$ cat src/rtl/divider_arbiter.sv
// divider_arbiter
//   Shares one pipelined, in-order divider between NUM_REQ requesters.
//   One request per cycle is chosen round-robin and issued to the divider.
//   Each issue pushes a tag {requester, zero_divisor} into an in-flight FIFO.
//   Each returning result pops the head tag and is steered back to that
//   requester. Zero-divisor results are replaced by quotient=all ones and
//   remainder=0.
//
// Ports
//   clk_in, rst_in         clock, asynchronous active-high reset
//   req_valid_in           per-requester request valid
//   req_dividend_in        packed dividends, requester i at [i*WIDTH +: WIDTH]
//   req_divisor_in         packed divisors, same packing
//   req_ready_out          one-hot grant (combinational)
//   div_dividend_out       registered operands to the divider
//   div_divisor_out
//   div_valid_out          issue strobe to the divider
//   div_quotient_in        result from the divider
//   div_remainder_in
//   div_valid_in           result strobe from the divider
//   resp_valid_out         one-hot single-cycle response strobe
//   resp_quotient_out      response data, held until the next response
//   resp_remainder_out
//   resp_div_zero_out      response belongs to a zero-divisor request
//   inflight_out           outstanding issue count
//   protocol_err_out       sticky: result arrived with no outstanding tag

module divider_arbiter #(
  parameter int WIDTH        = 9,
  parameter int NUM_REQ      = 2,
  parameter int MAX_INFLIGHT = 16
) (
  input  logic                               clk_in,
  input  logic                               rst_in,
  input  logic [NUM_REQ-1:0]                 req_valid_in,
  input  logic [NUM_REQ*WIDTH-1:0]           req_dividend_in,
  input  logic [NUM_REQ*WIDTH-1:0]           req_divisor_in,
  output logic [NUM_REQ-1:0]                 req_ready_out,
  output logic [WIDTH-1:0]                   div_dividend_out,
  output logic [WIDTH-1:0]                   div_divisor_out,
  output logic                               div_valid_out,
  input  logic [WIDTH-1:0]                   div_quotient_in,
  input  logic [WIDTH-1:0]                   div_remainder_in,
  input  logic                               div_valid_in,
  output logic [NUM_REQ-1:0]                 resp_valid_out,
  output logic [WIDTH-1:0]                   resp_quotient_out,
  output logic [WIDTH-1:0]                   resp_remainder_out,
  output logic                               resp_div_zero_out,
  output logic [$clog2(MAX_INFLIGHT):0]      inflight_out,
  output logic                               protocol_err_out
);

  localparam int CW = $clog2(MAX_INFLIGHT) + 1;
  localparam int AW = $clog2(MAX_INFLIGHT);
  localparam int PW = $clog2(NUM_REQ);
  localparam int TW = PW + 1;

  logic [PW-1:0]      rr_ptr;
  logic [PW-1:0]      grant_idx;
  logic [NUM_REQ-1:0] grant;
  logic               full;
  logic               transfer;
  logic               push;
  logic               pop;
  logic [WIDTH-1:0]   sel_dividend;
  logic [WIDTH-1:0]   sel_divisor;
  logic               sel_zero;

  logic [CW-1:0]      count;
  logic [AW-1:0]      wr_ptr;
  logic [AW-1:0]      rd_ptr;
  logic [TW-1:0]      tag_mem [MAX_INFLIGHT];
  logic [TW-1:0]      head_tag;
  logic [PW-1:0]      head_req;
  logic               head_zero;

  // Requester index k positions after base, wrapping at NUM_REQ.
  function automatic logic [PW-1:0] wrap_idx(input logic [PW-1:0] base, input int k);
    int s;
    s = int'(base) + k;
    if (s >= NUM_REQ) s = s - NUM_REQ;
    return PW'(s);
  endfunction

  assign full = (count == CW'(MAX_INFLIGHT));

  // Walk the search order backwards so the requester closest to rr_ptr
  // is written last and wins.
  always_comb begin
    grant     = '0;
    grant_idx = '0;
    if (!full) begin
      for (int k = NUM_REQ - 1; k >= 0; k--) begin
        if (req_valid_in[wrap_idx(rr_ptr, k)]) begin
          grant                       = '0;
          grant[wrap_idx(rr_ptr, k)]  = 1'b1;
          grant_idx                   = wrap_idx(rr_ptr, k);
        end
      end
    end
  end

  always_comb begin
    sel_dividend = '0;
    sel_divisor  = '0;
    for (int i = 0; i < NUM_REQ; i++) begin
      if (grant[i]) begin
        sel_dividend = req_dividend_in[i*WIDTH +: WIDTH];
        sel_divisor  = req_divisor_in[i*WIDTH +: WIDTH];
      end
    end
  end

  assign sel_zero      = (sel_divisor == '0);
  assign transfer      = |grant;
  assign push          = transfer;
  assign pop           = div_valid_in && (count != '0);
  assign req_ready_out = grant;
  assign inflight_out  = count;

  assign head_tag  = tag_mem[rd_ptr];
  assign head_req  = head_tag[TW-1:1];
  assign head_zero = head_tag[0];

  always_ff @(posedge clk_in or posedge rst_in) begin
    if (rst_in) begin
      rr_ptr <= '0;
    end else if (transfer) begin
      rr_ptr <= (grant_idx == PW'(NUM_REQ - 1)) ? '0 : grant_idx + PW'(1);
    end
  end

  always_ff @(posedge clk_in or posedge rst_in) begin
    if (rst_in) begin
      div_valid_out    <= 1'b0;
      div_dividend_out <= '0;
      div_divisor_out  <= '0;
    end else begin
      div_valid_out <= transfer;
      if (transfer) begin
        div_dividend_out <= sel_dividend;
        div_divisor_out  <= sel_divisor;
      end
    end
  end

  // Tag storage needs no reset: emptiness is tracked by count alone.
  always_ff @(posedge clk_in) begin
    if (push) tag_mem[wr_ptr] <= {grant_idx, sel_zero};
  end

  always_ff @(posedge clk_in or posedge rst_in) begin
    if (rst_in) begin
      wr_ptr <= '0;
      rd_ptr <= '0;
      count  <= '0;
    end else begin
      if (push) wr_ptr <= wr_ptr + AW'(1);
      if (pop)  rd_ptr <= rd_ptr + AW'(1);
      case ({push, pop})
        2'b10:   count <= count + CW'(1);
        2'b01:   count <= count - CW'(1);
        default: count <= count;
      endcase
    end
  end

  always_ff @(posedge clk_in or posedge rst_in) begin
    if (rst_in) begin
      resp_valid_out     <= '0;
      resp_quotient_out  <= '0;
      resp_remainder_out <= '0;
      resp_div_zero_out  <= 1'b0;
      protocol_err_out   <= 1'b0;
    end else begin
      resp_valid_out <= '0;
      if (pop) begin
        resp_valid_out    <= NUM_REQ'(1) << head_req;
        resp_div_zero_out <= head_zero;
        if (head_zero) begin
          resp_quotient_out  <= '1;
          resp_remainder_out <= '0;
        end else begin
          resp_quotient_out  <= div_quotient_in;
          resp_remainder_out <= div_remainder_in;
        end
      end
      if (div_valid_in && (count == '0)) protocol_err_out <= 1'b1;
    end
  end

endmodule

$ cat config.mk
export PLATFORM = sky130hd
export DESIGN_NAME = divider_arbiter
export DESIGN_NICKNAME = d
export VERILOG_FILES = /design/src/rtl/divider_arbiter.sv
export SDC_FILE = /design/constraint.sdc
export NUM_CORES = 1
export LEC_CHECK = 0
export ABC_AREA = 1
export BUFFER_PORTS_ARGS = -buffer_cell sky130_fd_sc_hd__buf_2
export CAP_MARGIN = 10
export CELL_PAD_IN_SITES_DETAIL_PLACEMENT = 0
export CELL_PAD_IN_SITES_GLOBAL_PLACEMENT = 2
export CORE_MARGIN = 2
export CORE_UTILIZATION = 32
export DETAILED_ROUTE_END_ITERATION = 6
export GPL_ROUTABILITY_DRIVEN = 0
export PLACE_DENSITY = 0.78
export SLEW_MARGIN = 20
export SYNTH_ARGS = -nofsm -noshare
export SYNTH_HDL_FRONTEND = slang
export SYNTH_SLANG_ARGS = --single-unit
$ cat constraint.sdc
create_clock -name clk_in -period 3.07 [get_ports clk_in]
set_input_delay 0.1535 -clock clk_in [delete_from_list [all_inputs] [get_ports clk_in]]
set_output_delay 0.1535 -clock clk_in [all_outputs]
set_load 0.01 [all_outputs]
==> impl_metrics.json <==
{
  "status": "completed",
  "multiInputGateArea_um2": 1525,
  "skew_ns": 0.008717,
  "synth.cell_area_um2": 4159,
  "maxCapViolCount": 0,
  "postCtsSetupRepairBufs": 0,
  "internal_power_w": 0.002819,
  "cts.sinks": 87,
  "pwr-share-comb": 0.388,
  "fillerInstances": 1315,
  "rsz0062_at_grt": "no",
  "syn-num-nets": 518,
  "power.leakage_nw": 2.604,
  "drt-vias-per-instance": 4.481,
  "whs_endpoint": "div_dividend_out[1]",
  "grt_use_total": 0.1502,
  "place_inst": 717,
  "ys_types": 30,
  "nets": 625,
  "vdd_ir_drop_max_uv": 311.0,
  "r2r_end": "tag_mem[5][0]",
  "drc": 0,
  "arrival_ns": 2.63,
  "drt-pass1-iter-count": 4,
  "sequentialPowerShare": 0.384,
  "cp_top_family": "simple AND/OR/NAND/NOR gates",
  "wl_met1_mm": 4.768,
  "slew_viol_final": 0,
  "met3_length_um": 665,
  "antenna_found_initial": 0,
  "whs_ns": 0.02842,
  "critPathBufInv": 2,
  "r2r_slack_ns": 0.46,
  "finalSetupViolCount": 0,
  "switching_power_w": 0.001961,
  "htreeDepth": 3,
  "clk_latency_ns": 0.34,
  "hold_violations": 0,
  "cts.root.buffer_cell": "clkbuf_16",
  "die_w_um": 118.0,
  "cts_buffers": 9,
  "hold_start": "req_dividend_in[1]",
  "die_area_um2": 13930,
  "vias": 3289,
  "grt_max_degree": 40,
  "routed-wl-met2_mm": 4.215,
  "drive_gt1_frac": 0.2705,
  "final-seq-area_um2": 2337,
  "yosysWarnings": 0,
  "setup_tns_ns": 0,
  "start_util": 0.3282,
  "slowest_stage": "nor2_1",
  "wire_per_inst_um": 13.32,
  "final_common_cell": "nand2_1",
  "ff2ff_path_depth": 9,
  "grt_pass1_vias": 3342,
  "diodes": 0,
  "start_kind": "register",
  "io_buffers": 106,
  "worstMarginPinSlew_ns": 0.9071,
  "cellPowerDensity_nw_per_um2": 931.8,
  "grt_overflow_total": 0,
  "clkPwrFrac": 0.228,
  "finalNonFillerCells": 734,
  "path_clk_slew_ns": 0.07,
  "rows": 41,
  "synth_area_per_cell_um2": 9.242,
  "crit_required_ns": 3.08,
  "area_growth_pct": 23.35,
  "highest_layer": "met4",
  "layout_common_cells": "nand2_1 (149), buf_2 (106), dfrtp_1 (55), nand3_1 (46), inv_1 (39)",
  "holdPathStages": 3,
  "min_period_over_period": 0.8512,
  "cts_tree": "yes",
  "p_sw_frac": 0.4103,
  "end_kind": "register",
  "reg2reg_from": "inflight_out[3]",
  "clock_path_buffers": 2,
  "timing.fmax_mhz": 382.7,
  "worstPathCellList": "nor2_1 > nand3_2 > nand2_2 > inv_1 > nand2_1 > nand2_1 > inv_1 > nand3_1 > nor2_1",
  "cp_max_fo": 16,
  "period_minus_slack_ns": 2.613,
  "ys_seq_elements": 87,
  "dp.final_hpwl_mm": 6.856,
  "hp-class": "input port to register",
  "first_iter_violations": 203,
  "grt_pass1_wl_mm": 16.83,
  "crit_path_max_incr_delay_ns": 0.70,
  "ys_seq_area_frac": 0.5620,
  "critPathKind": "register to register",
  "die_h_um": 118.0,
  "maxSlewHeadroom": 0.3930,
  "design.core.area_um2": 12670,
  "ant_nets": 0,
  "num_io_pins": 107,
  "wl_mm": 9.777,
  "synthCells": 450
}
==> final cells by class <==
cell class                      instances  area share
Clock inverter                          7     0.01439
Timing Repair Buffer                  113      0.1141
Clock buffer                            9     0.04390
Tap cell                              172     0.04195
Multi-Input combinational cell        302      0.2973
Sequential cell                        87      0.4556
Inverter                               44     0.03268
==> per-layer routing <==
metal / vias to the layer above / track usage
met4: 0 / 0.05798
met3: 10 / 0.04070
met1: 1509 / 0.2019
li1: 1662 / -
met2: 108 / 0.2307
met5: - / 0
==> power by group through the flow <==
| stage | registers [W] | clock network (W) | logic (W) |
|---|---|---|---|
| 2_1_floorplan | 0.00191 | 0 | 0.00126 |
| 3_3_place_gp | 0.00185 | 0 | 0.00189 |
| 5_1_grt | 0.00189 | 0.00119 | 0.00212 |
| 3_5_place_dp | 0.00186 | 0 | 0.00190 |
| 4_1_cts | 0.00184 | 0.00113 | 0.00190 |
| 6_report | 0.00184 | 0.00109 | 0.00185 |
==> through the flow <==
| step | instance area, um^2 | util | total power, W | setup WS, ns |
|---|---|---|---|---|
| floorplan | 4159 | - | 0.003170 | 0.7101 |
| global placement | 4821 | 0.3805 | 0.003740 | 0.4636 |
| detailed placement | 4821 | 0.3805 | 0.003754 | 0.3611 |
| CTS | 5130 | 0.4049 | 0.004879 | 0.3328 |
| global route | 5130 | 0.4049 | 0.005198 | 0.07569 |
| finish | 5130 | 0.4049 | 0.004780 | 0.4569 |
==> cells by family (layout without fill, tap and decap cells) <==
| group | Yosys count | in the layout | synth area share |
|---|---|---|---|
| AO/OA/AOI/OAI | 26 | 26 | 0.04212 |
| AND/OR/NAND/NOR | 256 | 256 | 0.2744 |
| adder cells (fa/ha/maj) | 9 | 9 | 0.02708 |
| XOR/XNOR | 11 | 11 | 0.02316 |
| flip-flops | 87 | 87 | 0.5620 |
| buffers and inverters | 61 | 173 | 0.07130 |
==> registers in the layout, summed over array words and instances, names as in the netlist, 2 cells and up <==
| register | flops |
|---|---|
| tag_mem | 32 |
| div_dividend_out | 9 |
| div_divisor_out | 9 |
| resp_quotient_out | 9 |
| resp_remainder_out | 9 |
| inflight_out | 5 |
| rd_ptr | 4 |
| wr_ptr | 4 |
| resp_valid_out | 2 |
==> synthesized netlist by cell type <==
library cell / number / share of area
nor2_1: 33 / 0.030
nor2_2: 1 / 0.0015
nand3_2: 6 / 0.014
nand3_4: 1 / 0.0042
a21o_1: 2 / 0.0036
o21ai_0: 13 / 0.016
buf_4: 4 / 0.0072
nand2_4: 2 / 0.0054
nand2_1: 149 / 0.13
inv_4: 1 / 0.0015
xor2_1: 10 / 0.021
nand3_1: 46 / 0.055
ha_1: 9 / 0.027
inv_2: 3 / 0.0027
a21boi_4: 2 / 0.0090
a21oi_1: 4 / 0.0048
nand2_2: 5 / 0.0075
nand3b_1: 1 / 0.0018
o211ai_1: 2 / 0.0036
nor3_2: 2 / 0.0048
inv_1: 40 / 0.036
a21boi_0: 1 / 0.0018
dfrtp_1: 55 / 0.33
edfxtp_1: 32 / 0.23
nand4_1: 10 / 0.015
xnor2_1: 1 / 0.0021
buf_2: 4 / 0.0048
o21bai_1: 2 / 0.0036
buf_6: 6 / 0.016
clkbuf_1: 3 / 0.0027
==> how the worst max path moves through the flow <==
stage | startpoint | endpoint | slack, ns | depth (start not counted)
4_1_cts | inflight_out[3] | tag_mem[5][0] | 0.33 | 9
5_1_grt | inflight_out[0] | tag_mem[7][0] | 0.08 | 9
2_1_floorplan | inflight_out[0] | inflight_out[4] | 0.71 | 17
3_5_place_dp | inflight_out[0] | tag_mem[10][0] | 0.36 | 9
3_3_place_gp | inflight_out[0] | tag_mem[3][0] | 0.46 | 9
6_report | inflight_out[3] | tag_mem[5][0] | 0.46 | 9
==> repair_timing <==
item | CTS | global route
endpoints found under the hold margin | 16 | 0
hold buffers | 1 | 0
resized for setup | 0 | 0
==> tightest hold or removal path: stages <==
cell     delay (ns)
buf_2          0.07
nand2_1        0.04
nand3_1        0.06
Power figures use the tool's default switching activity.
